### config.mk
export PLATFORM = sky130hd
export DESIGN_NAME = v810_bus_arb
export DESIGN_NICKNAME = d
export VERILOG_FILES = /design/src/rtl/v810_bus_arb.sv
export SDC_FILE = /design/constraint.sdc
export NUM_CORES = 1
export LEC_CHECK = 0
export BUFFER_PORTS_ARGS = -buffer_cell sky130_fd_sc_hd__buf_2
export CORE_AREA = 2 2 146 148
export DETAILED_ROUTE_END_ITERATION = 8
export DIE_AREA = 0 0 148 150
export SKIP_LAST_GASP = 1
export SYNTH_ARGS = -nofsm -noshare
export SYNTH_HDL_FRONTEND = slang
export SYNTH_SLANG_ARGS = --single-unit
### constraint.sdc
create_clock -name CLK -period 1.99 [get_ports CLK]
set_input_delay 0.0995 -clock CLK [delete_from_list [all_inputs] [get_ports CLK]]
set_output_delay 0.0995 -clock CLK [all_outputs]
set_load 0.01 [all_outputs]
### src/rtl/v810_bus_arb.sv
// v810_bus_arb: single-transaction arbiter placing EU fetch (I) and data (D) requests on one bus-cycle port (B).
// Define V810_ARB_STARVE_LIMIT_EN to bound how many D grants may pass a waiting fetch.
module v810_bus_arb #(
    parameter logic [1:0] IFETCH_ST  = 2'b10,
    parameter int         STARVE_MAX = 4,
    parameter int         CNT_W      = 3
) (
    input  logic        CLK,
    input  logic        RES,
    input  logic        CE,
    input  logic [31:0] IA,
    input  logic        IREQ,
    output logic [31:0] ID,
    output logic        IACK,
    input  logic [31:0] DA,
    input  logic [31:0] DD_O,
    output logic [31:0] DD_I,
    input  logic [3:0]  DBE,
    input  logic        DWR,
    input  logic        DMRQ,
    input  logic [1:0]  DST,
    input  logic        DREQ,
    output logic        DACK,
    output logic [31:0] BA,
    output logic [31:0] BDO,
    input  logic [31:0] BDI,
    output logic [3:0]  BBE,
    output logic        BWR,
    output logic        BMRQ,
    output logic [1:0]  BST,
    output logic        BREQ,
    input  logic        BACK
);

    typedef enum logic [1:0] {
        IDLE = 2'd0,
        BUSY = 2'd1,
        DONE = 2'd2
    } state_t;

    typedef struct packed {
        logic [31:0] addr;
        logic [31:0] wdata;
        logic [3:0]  be;
        logic        wr;
        logic        mrq;
        logic [1:0]  st;
    } bus_req_t;

    localparam logic [CNT_W-1:0] STARVE_LIM = CNT_W'(STARVE_MAX);

    state_t           state, state_nx;
    bus_req_t         req_d, req_i, req_win, bus_q;
    logic             win_d_q;
    logic             breq_q, iack_q, dack_q;
    logic [31:0]      id_q, ddi_q;
    logic             grant_d, grant_i, bus_done;
    logic             starve_hit;
    logic [CNT_W-1:0] starve_cnt;

    always_comb begin
        req_d.addr  = DA;
        req_d.wdata = DD_O;
        req_d.be    = DBE;
        req_d.wr    = DWR;
        req_d.mrq   = DMRQ;
        req_d.st    = DST;

        req_i.addr  = IA;
        req_i.wdata = 32'h0;
        req_i.be    = 4'hF;
        req_i.wr    = 1'b0;
        req_i.mrq   = 1'b1;
        req_i.st    = IFETCH_ST;

        req_win = grant_d ? req_d : req_i;
    end

    always_comb begin
        state_nx = state;
        grant_d  = 1'b0;
        grant_i  = 1'b0;
        bus_done = 1'b0;
        case (state)
            IDLE: begin
                // D normally wins; a saturated starvation count hands the slot to I
                if (DREQ && !starve_hit) begin
                    grant_d  = 1'b1;
                    state_nx = BUSY;
                end else if (IREQ) begin
                    grant_i  = 1'b1;
                    state_nx = BUSY;
                end
            end
            BUSY: begin
                if (BACK) begin
                    bus_done = 1'b1;
                    state_nx = DONE;
                end
            end
            DONE:    state_nx = IDLE;
            default: state_nx = IDLE;
        endcase
    end

    always_ff @(posedge CLK) begin
        if (RES) begin
            state   <= IDLE;
            bus_q   <= '0;
            win_d_q <= 1'b0;
            breq_q  <= 1'b0;
            iack_q  <= 1'b0;
            dack_q  <= 1'b0;
            id_q    <= 32'h0;
            ddi_q   <= 32'h0;
        end else if (CE) begin
            state  <= state_nx;
            iack_q <= 1'b0;
            dack_q <= 1'b0;
            if (grant_d || grant_i) begin
                bus_q   <= req_win;
                win_d_q <= grant_d;
                breq_q  <= 1'b1;
            end
            // ACK is registered so it is high exactly while in DONE
            if (bus_done) begin
                breq_q <= 1'b0;
                if (win_d_q) begin
                    dack_q <= 1'b1;
                    if (!bus_q.wr) ddi_q <= BDI;
                end else begin
                    iack_q <= 1'b1;
                    id_q   <= BDI;
                end
            end
        end
    end

`ifdef V810_ARB_STARVE_LIMIT_EN
    localparam bit STARVE_EN = 1'b1;

    // Counts D grants that overtook a pending fetch; saturates at the limit
    always_ff @(posedge CLK) begin
        if (RES) begin
            starve_cnt <= '0;
        end else if (CE && state == IDLE) begin
            if (!IREQ || grant_i)
                starve_cnt <= '0;
            else if (grant_d && starve_cnt != STARVE_LIM)
                starve_cnt <= starve_cnt + 1'b1;
        end
    end
`else
    localparam bit STARVE_EN = 1'b0;

    assign starve_cnt = '0;
`endif

    assign starve_hit = STARVE_EN && IREQ && (starve_cnt == STARVE_LIM);

    assign BA   = bus_q.addr;
    assign BDO  = bus_q.wdata;
    assign BBE  = bus_q.be;
    assign BWR  = bus_q.wr;
    assign BMRQ = bus_q.mrq;
    assign BST  = bus_q.st;
    assign BREQ = breq_q;
    assign IACK = iack_q;
    assign DACK = dack_q;
    assign ID   = id_q;
    assign DD_I = ddi_q;

endmodule
==> impl_summary.txt <==
----------------------------------------------------
[Floorplanning]
  Site row count ... 53
  Overall die area ... 22,200 um2
  Std-Cell Core Area ... 20,700 um2
  Num ports ... between 200 and 300
  Die Height ... 150 um
  Die span in x ... 148 um
  Initial Utilization ... 27.6%

[Timing]
  Unrepaired setup endpoints after global routing ... false
  Minimum hold slack ... between 0.02 and 0.025 ns
  Number of max-slew violations in the final report ... 0
  Setup violation total in the final timing report ... 0
  Hold Violations, Final ... 0
  Post-route clock period utilization ... 92.6%
  Post-Route Skew ... 0.0119 ns
  Total negative slack ... 0 ns
  Worst-margin pin slew ... 0.914 ns
  Max-slew headroom ... 38.8%
  Top achievable clock speed ... roughly 540 MHz
  Time the final worst path needs with I/O delays and setup ... about 1.8 ns

[GRT]
  Maximum number of pins on one net before global-route repair ... 86
  Antenna violations before repair ... 1
  Tot GR Track Use ... 18.0%
  Overall overflow remaining after global route ... 0
  Highest-utilization routing layer at the global route stage ... met2
  GR Layer Usage met2 ... ~30%
  Met3 usage ... under 10%
  Fraction of met1 tracks used by global routing ... 22.6%
  Wire length of the first global-routing pass ... about 32 mm
  Vias in the first global route ... 5,977

[Synthesis]
  Proportion of synthesized flip-flops having asynchronous set or reset ... 0%
  Cell taking the most area after synthesis ... sky130_fd_sc_hd__dfxtp_1
  Number of enable flip-flop cells after synthesis ... 0
  Cell types occupying the most area after synthesis ... sky130_fd_sc_hd__dfxtp_1, sky130_fd_sc_hd__a21oi_1, sky130_fd_sc_hd__o21ai_1
  Fraction of post-synthesis cell area in the top cell type by area ... 49.7%
  Share of synthesized area occupied by flip-flops and latches ... between 40% and 50%
  Library cell with the highest instance count after synthesis ... sky130_fd_sc_hd__dfxtp_1
  Register bit total from synthesis ... 142
  Main synth FF type ... sky130_fd_sc_hd__dfxtp_1
  Area of the mapped netlist ... 5720 um2
  Top post-synthesis cells by count ... sky130_fd_sc_hd__dfxtp_1, sky130_fd_sc_hd__a21oi_1, sky130_fd_sc_hd__o21ai_1
  Syn Nets ... 832
  Synthesis warning total ... 0
  Number of distinct library cells after synthesis ... 28
  Average instance area after synthesis ... 8.29 um2
  Synthesized instance count ... 690

[Worst hold path]
  Kind of path behind the tightest hold check ... input port to flip-flop

[Finish]
  Diodes inserted ... 0
  Finished Core Util ... approximately 42%
  Number of fillers in the final layout ... between 2,000 and 2,500
  Share of final-layout standard cells stronger than drive strength 1 ... between 30% and 40%
  Synthesis-to-finish area growth ... 53.2%
  # nets final ... 1,144

[Clocking]
  CTS tree ... yes
  Root cell of the clock tree ... sky130_fd_sc_hd__clkbuf_16
  Reg clk slew, reported paths ... 0.06 ns
  Clock sink total ... 142
  Post-CTS Repair Setup Buffers ... 0
  Number of CTS-inserted buffers ... 17
  Clock H-tree levels ... 4
  Clk Latency, worst-skew pair ... roughly 0.42 ns
  Buffer depth of the longest clock path ... 2

[Worst setup path]
  CP Max Fanout ... 20
  Crit path launch type ... flip-flop
  Setup Crit Path Kind ... flip-flop to flip-flop
  Required time at the endpoint of the critical path ... between 2 and 2.5 ns
  Arrival time of data at the critical path endpoint ... approximately 2.2 ns
  Kind of capture point of the worst setup path ... flip-flop

[Route]
  DRT Pass-1 Iters ... 4
  Vias after detailed routing ... 6,334
  DRC marker count from the first detailed-route iteration ... 319
  Routed len/inst ... 16.1 um
  ANT nets after route ... 0
  Residual DRC ... 0
  Post-DR vias/cell ... just under 5
  Total wire length ... 20.8 mm

[Placement]
  Routability Congestion ... ~0.8
  Port buffer count ... 280
  HPWL reported at the end of detailed placement ... 13.1 mm

[Run]
  Max cap viols ... 0

[Power]
  Leakage power of the design ... ~0.0037 uW
  Peak supply drop ... around 0.52 mV
  Overall power consumption ... about 7600 uW
  Pwr/cell area ... 873 nW/um2

[Status]
  Run status ... complete, no violations

----------------------------------------------------
-- timing repair --
action | 4_1_cts | 5_1_grt
hold endpoints to repair | 104 | 0
resized for setup | 0 | 1
hold buffers | 73 | 0
endpoints found under the setup margin | 0 | 1
-- per-stage QoR --
step | worst slack (ns) | cell area [um2] | instances
after global routing | 0.0121 | 8760 | 1290
after floorplan | 0.547 | 5720 | 690
after CTS | 0.117 | 8750 | 1290
final | 0.148 | 8760 | 1290
after global placement | 0.382 | 7350 | 1185
after detailed placement | 0.366 | 7350 | 1185
-- per-layer routing --
metal	part of all wire, %	wire (um)
met1	44	9070
met2	48	10000
met3	5.4	1110
met4	2.6	548
met5	0.063	13
-- worst paths after layout --
| path | start | end | slack, ns | cells after the start |
|---|---|---|---|---|
| worst max-delay path | state[1] | BBE[2] | 0.15 | 6 |
| worst min-delay path | IA[1] | BA[1] | 0.02 | 3 |
| worst max register to register | state[1] | BBE[2] | 0.15 | 6 |
| worst min register to register | ID[24] | ID[24] | 0.47 | 2 |
-- cell families (layout without fill, tap and decap cells) --
family | count (synthesis) | count (layout) | synth area share (%)
AND/OR/NAND/NOR | 160 | 160 | 14.5
flip-flops | 142 | 142 | 49.7
buffers and inverters | 82 | 407 | 6.74
multiplexers | 1 | 1 | 0.175
AO/OA/AOI/OAI | 305 | 305 | 28.8
-- cells in the final DEF, fill, tap and decap left out, types with 6 or more instances in the layout --
master                          count
sky130_fd_sc_hd__clkbuf_16         17
sky130_fd_sc_hd__o21ai_1           66
sky130_fd_sc_hd__nand3_1           64
sky130_fd_sc_hd__dfxtp_1          142
sky130_fd_sc_hd__o221ai_1          31
sky130_fd_sc_hd__bufinv_16          6
sky130_fd_sc_hd__and2_1            31
sky130_fd_sc_hd__dlygate4sd3_1     73
sky130_fd_sc_hd__o21ai_0           65
sky130_fd_sc_hd__nor3_1             7
sky130_fd_sc_hd__a21oi_1          141
sky130_fd_sc_hd__buf_2            279
sky130_fd_sc_hd__nor2_1             9
sky130_fd_sc_hd__nand2_1           34
sky130_fd_sc_hd__buf_4             17
-- layout make-up --
type	count	area (um2)	share of cell area (%)
clock buffers	20	447	5.10
multi-input cells	466	2540	29.0
flip-flops and latches	142	2840	32.5
inverters	1	3.75	0.0429
clock inverters	12	230	2.63
well taps	275	344	3.93
repair buffers	374	2350	26.9
-- registers in the layout, indices dropped and copies added (netlist names), 2 cells and up --
| signal | cells |
|---|---|
| DD_I | 32 |
| state | 2 |
| BA | 32 |
| BDO | 32 |
| ID | 32 |
| BST | 2 |
| BBE | 4 |
-- critical path: stages, from the launching register on --
cell and delay (ns):
sky130_fd_sc_hd__dfxtp_1 0.30, sky130_fd_sc_hd__buf_4 0.17, sky130_fd_sc_hd__nor3b_4 0.21, sky130_fd_sc_hd__buf_4 0.29, sky130_fd_sc_hd__a21oi_1 0.09, sky130_fd_sc_hd__nor3_1 0.16, sky130_fd_sc_hd__dlygate4sd3_1 0.56
-- where the power goes --
group | switching [uW] | internal [uW] | total (uW)
clock network | 1280 | 2400 | 3680
registers | 54.4 | 2950 | 3000
logic | 537 | 430 | 966
total | 1870 | 5780 | 7650
Power figures use the tool's default switching activity.
